==> src/rtl/d16_skid_pipeline.sv <==
`default_nettype none
// ============================================================================
//  Module   : d16_skid_pipeline
//  Purpose  : Elastic valid/ready pipeline stage for the d16 op/a/b/c bundle.
//             A main register feeds the outputs. A second (skid) register
//             catches the one bundle that can arrive while the consumer
//             stalls. Because of the skid register, in_ready comes straight
//             from a flop.
//  Options  : D16_SKID_STATS_EN adds the stall_cnt output. stall_cnt is a
//             saturating count of cycles with out_valid & !out_ready.
//  Ports    : sys_clk, sys_rst_n (async, active low), flush (sync)
//             in_valid/in_ready, op/a/b/c                 - upstream side
//             out_valid/out_ready, op_out/a_out/b_out/c_out - downstream side
//             stall_cnt[15:0]                  - only with D16_SKID_STATS_EN
//  Revision : 1.0 - initial release
// ============================================================================
module d16_skid_pipeline #(
    parameter int OP_W   = 8,
    parameter int DATA_W = 16
) (
    input  logic              sys_clk,
    input  logic              sys_rst_n,
    input  logic              flush,
    input  logic              in_valid,
    output logic              in_ready,
    input  logic [OP_W-1:0]   op,
    input  logic [DATA_W-1:0] a,
    input  logic [DATA_W-1:0] b,
    input  logic [DATA_W-1:0] c,
`ifdef D16_SKID_STATS_EN
    output logic [15:0]       stall_cnt,
`endif
    output logic              out_valid,
    input  logic              out_ready,
    output logic [OP_W-1:0]   op_out,
    output logic [DATA_W-1:0] a_out,
    output logic [DATA_W-1:0] b_out,
    output logic [DATA_W-1:0] c_out
);

    // State encoding: bit 0 is the main-valid flag and bit 1 is the skid-valid
    // flag. out_valid and in_ready are therefore read directly from flop bits.
    localparam logic [1:0] EMPTY = 2'b00;
    localparam logic [1:0] FULL  = 2'b01;
    localparam logic [1:0] SKID  = 2'b11;

    logic [1:0]        r_state;
    logic [1:0]        w_state_nxt;
    logic              w_load_main_in;
    logic              w_load_main_skid;
    logic              w_load_skid;

    logic [OP_W-1:0]   r_op_main,   r_op_skid;
    logic [DATA_W-1:0] r_a_main,    r_a_skid;
    logic [DATA_W-1:0] r_b_main,    r_b_skid;
    logic [DATA_W-1:0] r_c_main,    r_c_skid;

    always_comb begin
        w_state_nxt      = r_state;
        w_load_main_in   = 1'b0;
        w_load_main_skid = 1'b0;
        w_load_skid      = 1'b0;
        if (flush) begin
            // Only the valid flags clear. The data registers keep their contents.
            w_state_nxt = EMPTY;
        end else begin
            case (r_state)
                EMPTY: begin
                    if (in_valid) begin
                        w_load_main_in = 1'b1;
                        w_state_nxt    = FULL;
                    end
                end
                FULL: begin
                    if (in_valid) begin
                        if (out_ready) begin
                            w_load_main_in = 1'b1;
                        end else begin
                            w_load_skid = 1'b1;
                            w_state_nxt = SKID;
                        end
                    end else if (out_ready) begin
                        w_state_nxt = EMPTY;
                    end
                end
                SKID: begin
                    // in_ready is low in this state, so in_valid is ignored.
                    if (out_ready) begin
                        w_load_main_skid = 1'b1;
                        w_state_nxt      = FULL;
                    end
                end
                default: w_state_nxt = EMPTY;
            endcase
        end
    end

    always_ff @(posedge sys_clk or negedge sys_rst_n) begin
        if (!sys_rst_n) begin
            r_state   <= EMPTY;
            r_op_main <= '0;
            r_a_main  <= '0;
            r_b_main  <= '0;
            r_c_main  <= '0;
            r_op_skid <= '0;
            r_a_skid  <= '0;
            r_b_skid  <= '0;
            r_c_skid  <= '0;
        end else begin
            r_state <= w_state_nxt;
            if (w_load_main_in) begin
                r_op_main <= op;
                r_a_main  <= a;
                r_b_main  <= b;
                r_c_main  <= c;
            end else if (w_load_main_skid) begin
                r_op_main <= r_op_skid;
                r_a_main  <= r_a_skid;
                r_b_main  <= r_b_skid;
                r_c_main  <= r_c_skid;
            end
            if (w_load_skid) begin
                r_op_skid <= op;
                r_a_skid  <= a;
                r_b_skid  <= b;
                r_c_skid  <= c;
            end
        end
    end

    assign out_valid = r_state[0];
    assign in_ready  = ~r_state[1];
    assign op_out    = r_op_main;
    assign a_out     = r_a_main;
    assign b_out     = r_b_main;
    assign c_out     = r_c_main;

`ifdef D16_SKID_STATS_EN
    logic [15:0] r_stall_cnt;

    // Saturating stall counter. Flush does not clear it.
    always_ff @(posedge sys_clk or negedge sys_rst_n) begin
        if (!sys_rst_n) begin
            r_stall_cnt <= '0;
        end else if (r_state[0] && !out_ready && (r_stall_cnt != 16'hFFFF)) begin
            r_stall_cnt <= r_stall_cnt + 16'd1;
        end
    end

    assign stall_cnt = r_stall_cnt;
`endif

endmodule
`default_nettype wire

==> config.mk <==
export PLATFORM = sky130hd
export DESIGN_NAME = d16_skid_pipeline
export DESIGN_NICKNAME = d
export VERILOG_FILES = /design/src/rtl/d16_skid_pipeline.sv
export SDC_FILE = /design/constraint.sdc
export NUM_CORES = 1
export LEC_CHECK = 0
export ABC_AREA = 1
export CAP_MARGIN = 20
export CORE_MARGIN = 3
export CORE_UTILIZATION = 46
export DETAILED_ROUTE_END_ITERATION = 6
export PLACE_DENSITY = 0.82
export SYNTH_ARGS = -nofsm -noshare
export SYNTH_HDL_FRONTEND = slang
export SYNTH_SLANG_ARGS = --single-unit
==> constraint.sdc <==
create_clock -name sys_clk -period 1.6 [get_ports sys_clk]
set_input_delay 0.24 -clock sys_clk [delete_from_list [all_inputs] [get_ports sys_clk]]
set_output_delay 0.24 -clock sys_clk [all_outputs]
set_load 0.03 [all_outputs]
==> key figures <==
Critical path
  – Highest-delay cell along the critical path: dfrtp_2
  – Startpoint type of the worst setup path: flop
  – Max stage delay on crit path: 450 ps
  – Cell type with the highest occurrence count on the critical path: nand2_1
  – Buffers & Inverters on Critical Path: 4
  – Worst-path cell chain: inv_2 -> ha_2 -> inv_1 -> a21oi_4 -> buf_12 -> clkbuf_16 -> nand2_2 -> nand2_1 -> nand2_1
  – Largest driver fanout on the critical path: 6
  – CP required: 1890 ps
  – Delay-heaviest family, CP: buffers and inverters
  – CP Capture Type: flop
  – Category of the most critical setup path: flop to flop
  – Worst reg-to-reg setup slack: -70 ps
  – Endpoint arrival time on the critical path: 1960 ps

Global route
  – First-pass GRT wire length: 24.3 mm
  – Total grt overflow: 0
  – Overall Global Routing Usage: 0.228
  – Number of antenna violations at the first check in global routing: 0
  – Vias in the first global route: 5,080
  – Maximum number of pins on one net before global-route repair: 44

Synthesis
  – Syn_area_per_cell: 7.75 sq um
  – Cell type contributing the most total cell area after synthesis: dfrtp_1
  – Cell area after technology mapping: 5510 sq um
  – Fraction of registers with async set/reset: 1.00
  – Cell with the most instances after synthesis: nand2_1
  – Count of flip-flops with a built-in enable after synthesis: 0
  – Syn Inst Count: 711
  – Cell variety after synth: 19
  – Top_reg_cell synth: dfrtp_1
  – Sequential share of the synthesized area: 0.518
  – Synth warnings: 0
  – Number of flip-flops and latches in the synthesized netlist: 114
  – Synthesized netlist net count: 776
  – Area share of the largest cell type after synthesis: 0.518
  – Largest cells by area after synthesis: dfrtp_1 (52%), nand2_1 (20%), nand4_1 (6.4%), nand3_1 (5.5%), inv_1 (4.2%)
  – Leading cell types by count after synthesis: nand2_1 (292), dfrtp_1 (114), inv_1 (62)

Detailed routing
  – Antenna-violating nets left: 0
  – Post-Route WL: 16.0 mm
  – Vias/cell: 5.41
  – Violation count after the first detailed-route iteration: 554
  – Number of vias in the routed layout: 5,378
  – DRT Pass-1 Iters: 5
  – Average wire per standard cell: 16.1 um
  – # DRC: 0

Power
  – Sequential share of power: 0.357
  – Clock group share of total power: 0.241
  – Switching portion of total power: 0.400
  – Overall power after layout: 14,400 uW
  – Internal power consumption: 8630 uW
  – Power Density: 1830 nW/um^2
  – Worst IR Drop VDD: 1200 uV
  – Switching power total: 5740 uW
  – Static Leakage: 0.00413 uW
  – Combinational power share: 0.403

Place
  – Number of buffers inserted by port buffering: 118
  – Worst slack at placement: -102 ps
  – Dpl cells: 950
  – Final weighted congestion in routability-driven placement: 0.770
  – Estimated wirelength of the detail-placed design: 9.47 mm

Die
  – Cell row count: 39
  – Die Y: 115 um
  – Core ar.: 11,600 sq um
  – Die area: 13,300 sq um
  – Effective utilization at floorplan: 0.476
  – IO Pins: 119
  – DIE WIDTH: 115 um

Layout
  – Layout cell share with drive strength beyond 1: 0.141
  – Area growth, synth to finish: 42.7%
  – Non-filler instance count after layout: 995
  – Count of fill cells added during filler insertion: 908
  – Antenna diode instance count: 0
  – Post-layout util: 0.680
  – Number of nets in the final layout: 905

Clocking
  – Total CTS buffers: 17
  – H-tree depth: 4
  – CTS tree: done
  – Worst skew pair latency: 400 ps
  – Root buffer cell: clkbuf_16
  – TritonCTS sink count: 114
  – Clock-pin slew on the worst setup and hold paths: 50 ps
  – Worst-case clock buffer depth: 2

Run status
  – Run status: finished, violations left
  – Violated checks: negative setup slack

Timing
  – Time the final worst path needs with I/O delays and setup: 1670 ps
  – Tcrit/Tclk final: 1.04
  – Final Hold Vio Count: 0
  – Max-Slew Margin vs Limit: 0.711
  – Pin slew with the least headroom to its limit: 434 ps
  – Minimum setup slack in the final design: -70.9 ps
  – Sum of negative setup slack: -2570 ps
  – Count of final max-slew check failures: 0
  – Number of failing setup endpoints in the final timing report: 56
  – Unrepaired setup endpoints after global routing: yes
  – Worst clock skew: 10.9 ps
  – F_max: 0.598 GHz

Job
  – Max-Cap Viols: 0

Worst hold path
  – Worst min-delay path category: primary input to flop
## timing repair
action | 4_1_cts | 5_1_grt
endpoints found under the hold margin | 25 | 0
hold buffers | 1 | 0
setup buffers | 0 | 4
gates resized for setup | 64 | 40
endpoints found under the setup margin | 100 | 56
cloned | 0 | 9
pin swaps | 0 | 39
## cell type report
| cell class | count | area [sq um] | share of cell area |
|---|---|---|---|
| sequential | 114 | 2850 | 0.363 |
| multi-input combinational | 478 | 2270 | 0.288 |
| timing repair buffer | 164 | 1780 | 0.227 |
| clock buffer | 20 | 447 | 0.0568 |
| inverter | 65 | 244 | 0.0310 |
| tap | 143 | 179 | 0.0228 |
| clock inverter | 11 | 90.1 | 0.0115 |
## worst register-to-register path, delay by kind of cell, from the launching register on
kind            cells  cell delay [ps]
buf+inv             4              530
compound gates      1              210
fa+ha+maj           1              220
flops               1              450
simple gates        3              160
## cells in the final DEF (no fill, tap or decap), types with 3 or more instances in the layout
cell	instances
buf_4	21
o21ai_0	21
clkbuf_16	24
nand2_1	263
nand2_2	27
dfrtp_1	113
nand4_1	56
nand2_4	3
buf_12	16
clkdlybuf4s50_1	58
inv_1	60
nand3_1	60
nor2_1	5
dlygate4sd2_1	57
inv_2	5
clkinv_2	7
buf_6	3
o21ai_1	35
## stage by stage
step                      hold slack, ps  instance area, sq um
after floorplan                    -55.6                  5510
after global placement               195                  7000
final                                279                  7860
after global routing                 321                  7860
after CTS                            243                  7490
after detailed placement             193                  7000
## per-layer routing
metal	share of wire	vias up	track usage
met1	0.43	2545	0.313
met4	0.016	0	0.0595
li1	-	2535	-
met2	0.49	269	0.368
met3	0.070	29	0.0527
met5	0	-	0
## flip-flops by register name, indices dropped and copies added (netlist names)
| signal | flops |
|---|---|
| r_a_skid | 16 |
| c_out | 16 |
| r_b_skid | 16 |
| r_state | 2 |
| r_op_skid | 8 |
| a_out | 16 |
| r_c_skid | 16 |
| b_out | 16 |
| op_out | 8 |
## logic make-up (layout without fill, tap and decap cells)
group           after synthesis  after routing  synth area share
compound gates               58             58            0.0534
fa+ha+maj                     4              4           0.00909
buf+inv                     119            260            0.0954
flops                       114            114             0.518
simple gates                416            416             0.324
## power by group through the flow
| stage | Sequential (uW) | Combinational [uW] | Clock, uW |
|---|---|---|---|
| after floorplan | 6480 | 1970 | 0 |
| after global placement | 5080 | 5670 | 0 |
| after detailed placement | 5150 | 5800 | 0 |
| after CTS | 5100 | 5340 | 3500 |
| after global routing | 5280 | 6360 | 3640 |
| final | 5130 | 5790 | 3460 |
## path summary, 6_finish.rpt
kind / cells after the start / startpoint / end
setup reg to reg: 9 / r_state[0]$_DFFE_PN0P_ / b_out[3]$_DFFE_PN0P_
hold / removal: 5 / out_ready / a_out[9]$_DFFE_PN0P_
hold reg to reg: 2 / r_c_skid[2]$_DFFE_PN0P_ / r_c_skid[2]$_DFFE_PN0P_
max in group asynchronous: 3 / sys_rst_n / r_b_skid[4]$_DFFE_PN0P_
setup / recovery: 9 / r_state[0]$_DFFE_PN0P_ / b_out[3]$_DFFE_PN0P_
min in group asynchronous: 2 / sys_rst_n / b_out[11]$_DFFE_PN0P_
No activity file was read; power rests on OpenSTA's default activity.
